===== config.mk =====
export PLATFORM = sky130hd
export DESIGN_NAME = alu_multicycle
export DESIGN_NICKNAME = d
export VERILOG_FILES = /design/src/rtl/alu_pkg.sv /design/src/rtl/seq_muldiv.sv /design/src/rtl/alu_multicycle.sv
export SDC_FILE = /design/constraint.sdc
export NUM_CORES = 1
export LEC_CHECK = 0
export CAP_MARGIN = 20
export CORE_UTILIZATION = 40
export DETAILED_ROUTE_END_ITERATION = 8
export PLACE_DENSITY = 0.61
export SYNTH_ARGS = -nofsm -noshare
export SYNTH_HDL_FRONTEND = slang
export SYNTH_SLANG_ARGS = --single-unit

===== constraint.sdc =====
create_clock -name clk_i -period 4.67 [get_ports clk_i]
set_clock_uncertainty 0.05 [all_clocks]
set_input_delay 0.934 -clock clk_i [delete_from_list [all_inputs] [get_ports clk_i]]
set_output_delay 0.934 -clock clk_i [all_outputs]
set_load 0.02 [all_outputs]

===== src/rtl/alu_pkg.sv =====
// Shared definitions for the execute-stage ALU: op encodings, FSM states, XLEN.
package alu_pkg;

    localparam int XLEN = 32;

    localparam logic [3:0] ALU_ADD    = 4'b0000;
    localparam logic [3:0] ALU_SLL    = 4'b0001;
    localparam logic [3:0] ALU_SLT    = 4'b0010;
    localparam logic [3:0] ALU_SLTU   = 4'b0011;
    localparam logic [3:0] ALU_XOR    = 4'b0100;
    localparam logic [3:0] ALU_SRL    = 4'b0101;
    localparam logic [3:0] ALU_OR     = 4'b0110;
    localparam logic [3:0] ALU_AND    = 4'b0111;
    localparam logic [3:0] ALU_MUL    = 4'b1000;
    localparam logic [3:0] ALU_MULH   = 4'b1001;
    localparam logic [3:0] ALU_MULHSU = 4'b1010;
    localparam logic [3:0] ALU_MULHU  = 4'b1011;
    localparam logic [3:0] ALU_DIV    = 4'b1100;
    localparam logic [3:0] ALU_DIVU   = 4'b1101;
    localparam logic [3:0] ALU_REM    = 4'b1110;
    localparam logic [3:0] ALU_REMU   = 4'b1111;

    localparam logic [1:0] IDLE = 2'd0;
    localparam logic [1:0] BUSY = 2'd1;
    localparam logic [1:0] FIN  = 2'd2;

endpackage


===== src/rtl/seq_muldiv.sv =====
// Iterative RV32M engine: shift-add multiplier / restoring divider on magnitudes.
// Fixed WIDTH+1 edges from start to done pulse; start is only honoured when idle.
module seq_muldiv
    import alu_pkg::*;
#(
    parameter int WIDTH = XLEN
) (
    input  logic             clk_i,
    input  logic             rst_i,
    input  logic             start_i,
    input  logic [2:0]       op_i,
    input  logic [WIDTH-1:0] a_i,
    input  logic [WIDTH-1:0] b_i,
    output logic             done_o,
    output logic [WIDTH-1:0] result_o
);

    localparam int CW = $clog2(WIDTH);

    logic [1:0]         state_q, state_d;
    logic [CW-1:0]      cnt_q, cnt_d;
    logic [2*WIDTH-1:0] acc_q, acc_d;
    logic [WIDTH-1:0]   b_q, b_d;
    logic [WIDTH-1:0]   a_q, a_d;
    logic [2:0]         op_q, op_d;
    logic               neg_q, neg_d;
    logic               sa_q, sa_d;
    logic               bz_q, bz_d;
    logic               ovf_q, ovf_d;
    logic [WIDTH-1:0]   res_q, res_d;
    logic               done_q, done_d;

    logic               a_sgn, b_sgn, sa, sb;
    logic [WIDTH:0]     mul_sum;
    logic [WIDTH:0]     div_shift;
    logic               div_ge;
    logic [WIDTH-1:0]   div_diff, rem_new;
    logic [2*WIDTH-1:0] prod;
    logic [WIDTH-1:0]   quot, rem;

    // Divides (op[2]) are signed when op[0]=0; MULH/MULHSU take a signed rs1, only MULH a signed rs2.
    assign a_sgn = op_i[2] ? ~op_i[0] : (op_i[1:0] == 2'b01 || op_i[1:0] == 2'b10);
    assign b_sgn = op_i[2] ? ~op_i[0] : (op_i[1:0] == 2'b01);
    assign sa    = a_sgn & a_i[WIDTH-1];
    assign sb    = b_sgn & b_i[WIDTH-1];

    assign mul_sum   = {1'b0, acc_q[2*WIDTH-1:WIDTH]} + {1'b0, (acc_q[0] ? b_q : '0)};
    assign div_shift = {acc_q[2*WIDTH-1:WIDTH], acc_q[WIDTH-1]};
    assign div_ge    = div_shift >= {1'b0, b_q};
    assign div_diff  = div_shift[WIDTH-1:0] - b_q;
    assign rem_new   = div_ge ? div_diff : div_shift[WIDTH-1:0];

    assign prod = neg_q ? -acc_q : acc_q;
    assign quot = neg_q ? -acc_q[WIDTH-1:0] : acc_q[WIDTH-1:0];
    assign rem  = sa_q ? -acc_q[2*WIDTH-1:WIDTH] : acc_q[2*WIDTH-1:WIDTH];

    always_comb begin
        state_d = state_q;
        cnt_d   = cnt_q;
        acc_d   = acc_q;
        b_d     = b_q;
        a_d     = a_q;
        op_d    = op_q;
        neg_d   = neg_q;
        sa_d    = sa_q;
        bz_d    = bz_q;
        ovf_d   = ovf_q;
        res_d   = res_q;
        done_d  = 1'b0;
        case (state_q)
            IDLE: begin
                if (start_i) begin
                    state_d = BUSY;
                    cnt_d   = '0;
                    acc_d   = {{WIDTH{1'b0}}, (sa ? -a_i : a_i)};
                    b_d     = sb ? -b_i : b_i;
                    a_d     = a_i;
                    op_d    = op_i;
                    neg_d   = sa ^ sb;
                    sa_d    = sa;
                    bz_d    = (b_i == '0);
                    ovf_d   = a_sgn && (a_i == {1'b1, {(WIDTH-1){1'b0}}}) && (b_i == '1);
                end
            end
            BUSY: begin
                acc_d = op_q[2] ? {rem_new, acc_q[WIDTH-2:0], div_ge}
                                : {mul_sum, acc_q[WIDTH-1:1]};
                if (cnt_q == CW'(WIDTH-1)) begin
                    state_d = FIN;
                end else begin
                    cnt_d = cnt_q + 1'b1;
                end
            end
            FIN: begin
                state_d = IDLE;
                done_d  = 1'b1;
                case ({1'b1, op_q})
                    ALU_MUL:            res_d = prod[WIDTH-1:0];
                    ALU_MULH, ALU_MULHSU,
                    ALU_MULHU:          res_d = prod[2*WIDTH-1:WIDTH];
                    ALU_DIV, ALU_DIVU:  res_d = bz_q  ? '1 :
                                                ovf_q ? {1'b1, {(WIDTH-1){1'b0}}} : quot;
                    default:            res_d = bz_q  ? a_q :
                                                ovf_q ? '0 : rem;
                endcase
            end
            default: state_d = IDLE;
        endcase
    end

    always_ff @(posedge clk_i) begin
        if (rst_i) begin
            state_q <= IDLE;
            cnt_q   <= '0;
            acc_q   <= '0;
            b_q     <= '0;
            a_q     <= '0;
            op_q    <= '0;
            neg_q   <= 1'b0;
            sa_q    <= 1'b0;
            bz_q    <= 1'b0;
            ovf_q   <= 1'b0;
            res_q   <= '0;
            done_q  <= 1'b0;
        end else begin
            state_q <= state_d;
            cnt_q   <= cnt_d;
            acc_q   <= acc_d;
            b_q     <= b_d;
            a_q     <= a_d;
            op_q    <= op_d;
            neg_q   <= neg_d;
            sa_q    <= sa_d;
            bz_q    <= bz_d;
            ovf_q   <= ovf_d;
            res_q   <= res_d;
            done_q  <= done_d;
        end
    end

    assign done_o   = done_q;
    assign result_o = res_q;

endmodule


===== src/rtl/alu_multicycle.sv =====
// Execute-stage ALU: base ops registered at accept (done next cycle), M ops via seq_muldiv.
// M ops: done WIDTH+2 edges after accept; ready_o low while busy, requester holds valid_i.
module alu_multicycle
    import alu_pkg::*;
#(
    parameter int WIDTH = XLEN
) (
    input  logic             clk_i,
    input  logic             rst_i,
    input  logic             valid_i,
    output logic             ready_o,
    input  logic [3:0]       alu_op_i,
    input  logic             flag_i,
    input  logic [WIDTH-1:0] a_i,
    input  logic [WIDTH-1:0] b_i,
    output logic [WIDTH-1:0] result_o,
    output logic             done_o
);

    logic [1:0]       state_q, state_d;
    logic [WIDTH-1:0] result_q, result_d;
    logic             done_q, done_d;

    logic             accept, md_start, md_done;
    logic [WIDTH-1:0] md_res, base_res;
    logic [4:0]       shamt;

    assign ready_o  = (state_q == IDLE);
    assign accept   = valid_i && ready_o;
    assign md_start = accept && alu_op_i[3];
    assign shamt    = b_i[4:0];

    always_comb begin
        base_res = '0;
        case ({1'b0, alu_op_i[2:0]})
            ALU_ADD:  base_res = flag_i ? (a_i - b_i) : (a_i + b_i);
            ALU_SLL:  base_res = a_i << shamt;
            ALU_SLT:  base_res = {{(WIDTH-1){1'b0}}, ($signed(a_i) < $signed(b_i))};
            ALU_SLTU: base_res = {{(WIDTH-1){1'b0}}, (a_i < b_i)};
            ALU_XOR:  base_res = a_i ^ b_i;
            ALU_SRL:  base_res = flag_i ? WIDTH'($signed(a_i) >>> shamt) : (a_i >> shamt);
            ALU_OR:   base_res = a_i | b_i;
            ALU_AND:  base_res = a_i & b_i;
            default:  base_res = '0;
        endcase
    end

    seq_muldiv #(
        .WIDTH (WIDTH)
    ) u_muldiv (
        .clk_i    (clk_i),
        .rst_i    (rst_i),
        .start_i  (md_start),
        .op_i     (alu_op_i[2:0]),
        .a_i      (a_i),
        .b_i      (b_i),
        .done_o   (md_done),
        .result_o (md_res)
    );

    always_comb begin
        state_d  = state_q;
        result_d = result_q;
        done_d   = 1'b0;
        case (state_q)
            IDLE: begin
                if (accept) begin
                    if (alu_op_i[3]) begin
                        state_d = BUSY;
                    end else begin
                        result_d = base_res;
                        done_d   = 1'b1;
                    end
                end
            end
            BUSY: begin
                if (md_done) begin
                    state_d  = IDLE;
                    result_d = md_res;
                    done_d   = 1'b1;
                end
            end
            default: state_d = IDLE;
        endcase
    end

    always_ff @(posedge clk_i) begin
        if (rst_i) begin
            state_q  <= IDLE;
            result_q <= '0;
            done_q   <= 1'b0;
        end else begin
            state_q  <= state_d;
            result_q <= result_d;
            done_q   <= done_d;
        end
    end

    assign result_o = result_q;
    assign done_o   = done_q;

endmodule


After elaboration in Yosys (flattened, before gate mapping)
Index checks and enable logic that the tools add are counted.
Word-level totals
  ROM bits: 0
  register bits after elaboration: 210
  bits of input ports: 72
  latch bits: 0
  word-level logic and storage cells: 124
  output and inout port bits: 34
  memories kept: 0
  bits in writable memories: 0
Cells by class
  equal/unequal tests: 27
  shift operators: 3
  magnitude comparators: 3
  div/mod/pow operators: 0
  reduce and logical (&&, ||, !) cells: 20
  bitwise operators: 7
  multiply operators: 0
  $add $sub $neg: 10
  mux-type cells: 39
Operator list (count)
  $mux 32: 15
  $pmux 32 s8: 1
  $mux 64: 3
  $neg 32->32: 4
  $pmux 64 s2: 1
  $pmux 32 s3: 1
  $eq 32x32->1 const B: 2
  $lt 32x32->1: 2
  $neg 64->64: 1
  $pmux 32 s2: 1
  $sub 32x32->32: 2
  $add 32x32->33: 1
  $ge 33x32->1: 1
  $add 32x32->32: 1
  $and 32x32->32: 1
  $logic_not 32->1: 1
  $or 32x32->32: 1
  $shl 32x5->32: 1
  $shr 32x5->32: 1
  $sshr 32x5->32: 1
  $xor 32x32->32: 1
  $eq 3x3->1 const B: 6
  $eq 3x2->1 const B: 4
  $mux 2: 5
  other kinds (25): 51

Longest topological paths before layout
Gate-level depths: netlist of run 1.
  depth after elaboration: 7
  gate-level depth with buffers: 16
  depth with buffers taken out: 14

By module
From an unflattened synthesis of run 1, not the netlist that was laid out.
Second synthesis, totals
  cell total of the unflattened synthesis: 3410
  area, all modules: 25075.3 µm²
Modules (own cells, without submodules)
  seq_muldiv: area each 14655.3 µm², seq. area each 3503.4 µm², cells each 1949, times used 1
  alu_multicycle: area each 10420.0 µm², seq. area each 680.7 µm², cells each 1461, times used 1

Least setup slack after synthesis of run 1
No wires, ideal clock.
  path kind: input -> register
  from: input port b_i[2]
  to: register result_q[30], in the netlist result_o[30]
  path slack: 0.156 ns
  required time: 4.527 ns
  library setup time: 0.093 ns
  path buffers: 3
  cell stages on the path: 15
  arrival: 4.372 ns
  cells stage by stage: clkbuf_1 > inv_2 > buf_1 > clkbuf_1 > ha_1 > or2_2 > a221oi_1 > o211ai_1 > a21o_1 > a31oi_1 > a221o_1 > a41o_1 > a22oi_1 > xnor2_1 > o32ai_1
On the way
  longest elaborated chain between the ends: 6
  elaborated cells between the ends (all ways): 11
  those cells by class: add/sub: 2; shift: 3; mux: 6
RTL lines
  from (decl): RTL line alu_multicycle.sv:15  | input logic [WIDTH-1:0] b_i,
  $add 32x32->32 (tied with other cells): RTL line alu_multicycle.sv:36  | ALU_ADD: base_res = flag_i ? (a_i - b_i) : (a_i + b_i);
  $mux 32, on equally long branches: RTL line alu_multicycle.sv:36, alu_multicycle.sv:41
  $pmux 32 s8 *: RTL line alu_multicycle.sv:35  | case ({1'b0, alu_op_i[2:0]})
  $mux 32 *: RTL line alu_multicycle.sv:68  | if (alu_op_i[3]) begin
  $mux 32 *: RTL line alu_multicycle.sv:67  | if (accept) begin
  $pmux 32 s2 *: RTL line alu_multicycle.sv:65  | case (state_q)
  to (signal assigned): RTL line alu_multicycle.sv:94  | result_q <= result_d;
  to (decl): RTL line alu_multicycle.sv:21  | logic [WIDTH-1:0] result_q, result_d;
Every way passes the cells marked *; elsewhere a longest branch is shown, timed or not. The select of a mux whose other input is x is not followed.
A chain may end at the register's enable or synchronous reset.

Worst setup path in the final report of run 1
  from: input port a_i[0]
  to: register result_q[30], in the netlist result_o[30]
On the way
  longest elaborated chain between the ends: 6
  elaborated cells between the ends (all ways): 11
  those cells by class: add/sub: 2; shift: 3; mux: 6
RTL lines
  from (decl): RTL line alu_multicycle.sv:14  | input logic [WIDTH-1:0] a_i,
  $add 32x32->32 (tied with other cells): RTL line alu_multicycle.sv:36
  $mux 32, on equally long branches: RTL line alu_multicycle.sv:36, alu_multicycle.sv:41
  $pmux 32 s8 *: RTL line alu_multicycle.sv:35
  $mux 32 *: RTL line alu_multicycle.sv:68
  $mux 32 *: RTL line alu_multicycle.sv:67
  $pmux 32 s2 *: RTL line alu_multicycle.sv:65
Marks and branches as above.

==> impl_metrics.json, run 1 <==
{
  "hold_viol": 0,
  "vias": 27000,
  "ys_warn_count": 0,
  "postSynthAreaPerCell_um2": 7.37,
  "synthAdderAreaFrac_pct": 9.30,
  "cp_max_fo": 4,
  "r2r-end": "u_muldiv.acc_q[0]",
  "synthMostInstantiatedCell": "nor2_1",
  "antenna_found_initial": 8,
  "numCtsBuffers": 27,
  "maxSlewViolCount": 0,
  "reg2reg_from": "u_muldiv.b_q[12]",
  "total_power_uw": 7050,
  "synth_xor_area_share_pct": 7.92,
  "ir_drop_uv": 238,
  "grt_usage_pct": 36.8,
  "root_buffer": "clkbuf_16",
  "dp_hpwl_mm": 88.9,
  "synth_top_family_by_area": "compound AO/OA/AOI/OAI gates",
  "gp_congestion": 1.04,
  "drc": 0,
  "power.density_mw_per_mm2": 254,
  "crit_required_ns": 5.10,
  "grt-ovfl-total": 0,
  "core_area_mm2": 0.0591,
  "min_period_ns": 4.19,
  "synth_cell_types": 80,
  "viasPerCell": 6.50,
  "synthSimpleGateAreaFrac_pct": 18.6,
  "cap_viol_max_count": 0,
  "p_leak_uw": 0.0111,
  "synth_cells": 3257,
  "r2r_slack_ns": 0.57,
  "synth_compound_area_share_pct": 30.0,
  "die_h_um": 247,
  "cp-start-kind": "input pin",
  "synthesis.area_mm2": 0.0240,
  "post-cts-setup-buffer-count": 0,
  "reg2regPathDepth": 12,
  "cts_tree": "built",
  "dieArea_mm2": 0.0610,
  "whs_path_depth": 2,
  "synth_edf_count": 0,
  "synth_top_area_cell": "dfxtp_1",
  "ys_seq_area_share_pct": 17.4,
  "drtIter0Drc": 3910,
  "grt_pass1_vias": 24900,
  "hp-class": "reg -> reg",
  "h-tree-depth": 1,
  "synthTopCellsByArea": "dfxtp_1 (17%), ha_1 (9.0%), mux4_2 (6.4%)",
  "ios": 106,
  "antenna_left": 0,
  "ys_async_sr_fraction_pct": 0,
  "avgRoutedWirePerCell_um": 27.5,
  "status": "completed",
  "synth_top_flop_cell": "dfxtp_1",
  "rsz0062_at_grt": "no",
  "cts.clk_slew.worst_paths_ns": 0.06,
  "start_util_pct": 40.6,
  "area_delta_synth_final_pct": 15.8,
  "critical_path_class": "in -> reg",
  "die_w_um": 247,
  "row_count": 89,
  "synth_top_cell_area_share_pct": 17.4,
  "hold_buffers": 0,
  "clkSinkCount": 209,
  "setup_slack_ns": 0.483,
  "holdPathEnd": "u_muldiv.a_q[19]",
  "synth-seq-cells": 209,
  "period_share_pct": 89.7,
  "clock_path_buffers": 3,
  "worst_slew_pin_slew_ns": 1.08,
  "place_ws_ns": -0.0264,
  "port_buffers": 105,
  "final_net_count": 3601,
  "critPathCaptureType": "register",
  "synth_fp_nets": 3505,
  "grt_max_degree": 81,
  "post_cts_resized": 0,
  "arrival_ns": 4.61,
  "drive_gt1_share_pct": 12.2,
  "fmax_mhz": 239,
  "totalWireLength_mm": 114,
  "clk_latency_ns": 0.57,
  "synthMuxAreaShare_pct": 9.94,
  "synthTopCellsByCount": "nor2_1 (325), nand2_1 (302), a21oi_1 (265), o21ai_0 (248), clkbuf_1 (242)",
  "hold_start": "u_muldiv.a_q[19]",
  "relSlewSlack_pct": 28.0,
  "finalSetupViolCount": 0,
  "grt_pass1_wl_mm": 168,
  "first_pass_iters": 6
}
cells by family (layout without fill, tap and decap cells):
kind of cell,Yosys count,count (layout)
simple gates,975,975
compound gates,1093,1093
other cells,0,3
xor+xnor,217,217
flops,209,209
buf+inv,435,551
fa+ha+maj,176,176
mux,152,152
state kept, by name, indices dropped and copies added, names as in the netlist:
name               flops
u_muldiv.acc_q        64
result_o              32
u_muldiv.a_q          32
u_muldiv.b_q          32
u_muldiv.result_o     32
u_muldiv.cnt_q         5
u_muldiv.op_q          3
u_muldiv.state_q       2
done_o                 1
state_q                1
u_muldiv.bz_q          1
u_muldiv.done_o        1
u_muldiv.neg_q         1
u_muldiv.ovf_q         1
u_muldiv.sa_q          1
how the worst max path moves through the flow:
stage                      startpoint                 end  depth (start not counted)
floorplan                      b_i[2]        result_o[30]                         15
detailed placement             a_i[0]        result_o[30]                         15
global route        u_muldiv.acc_q[0]  u_muldiv.acc_q[62]                         15
global placement               a_i[0]        result_o[30]                         15
finish                         a_i[0]        result_o[30]                         15
CTS                            a_i[0]        result_o[30]                         15
layer usage:
metal	GRT usage, %	share of wire [%]	vias to the layer above
li1	-	-	12200
met1	49.8	41	12800
met2	54.2	42	1665
met3	8.27	11	307
met4	18.5	6.0	6
met5	0	0.040	-
placed cells by master (no fill, tap or decap), types with 12 or more instances in the layout:
master             n
nor2_1           325
o221ai_1          32
ha_1             172
inv_1            154
a2111oi_0         19
a21o_1            58
or2_2             15
a211o_1           17
a32o_1            16
mux4_2            68
o31ai_1           39
and3_1            21
clkdlybuf4s50_1   99
a221oi_1          46
or3_1             28
a211oi_1         105
dfxtp_1          207
nor2b_1           25
nand2b_1          36
nor3_1            73
nand2_1          302
o21ai_0          247
xnor2_1          136
nand3_1           39
or4_1             12
xor2_1            81
nor4_1            27
clkbuf_16         27
a22oi_1           28
o41ai_1           15
mux2i_1           73
o22ai_1           17
o21a_1            18
a21oi_1          264
o21bai_1          16
buf_4            241
a31oi_1           31
o211ai_1          36
nand4_1           33
worst max-delay path, stage by stage:
cell	delay, ns
clkdlybuf4s50_1	0.47
inv_1	0.05
ha_1	0.21
fa_1	0.37
or2_2	0.30
a221oi_1	0.29
buf_4	0.18
o211ai_1	0.22
a21o_1	0.28
a31oi_1	0.26
a221o_1	0.33
a41o_1	0.25
a22oi_1	0.09
xnor2_1	0.15
o32ai_1	0.21
through the flow:
stage	hold slack (ns)	area [um2]	setup TNS, ns	util (%)	cells
6_report	0.404	27800	0	47.0	4149
5_1_grt	0.420	27800	0	47.0	4146
4_1_cts	0.405	27800	0	47.0	4146
3_5_place_dp	0.397	26800	-0.0264	45.3	4097
3_3_place_gp	0.373	26800	0	45.3	4097
2_1_floorplan	0.361	24000	0	-	3257
report_power, final:
part           total (uW)  internal [uW]  switching [uW]  leakage (uW)
Clock                2350           1430             919      0.000479
Combinational        2700           1020            1680       0.00891
Sequential           2000           1870             127       0.00170
Total                7050           4330            2720        0.0111
final cells by class:
type	count	area, um2
fill	5957	31300
multi-input combinational	2613	18200
sequential	209	4190
timing repair buffer	346	2860
tap	773	967
clock buffer	36	769
inverter	156	586
clock inverter	13	208
antenna	3	7.51
Note: power is estimated with default switching activity, not from simulation.
==> run 2: changes to the inputs <==
CTS_CLUSTER_SIZE = 30   (was not set)
==> results of run 2 <==
Final layout, timing and power as in run 1 (identical DEF).
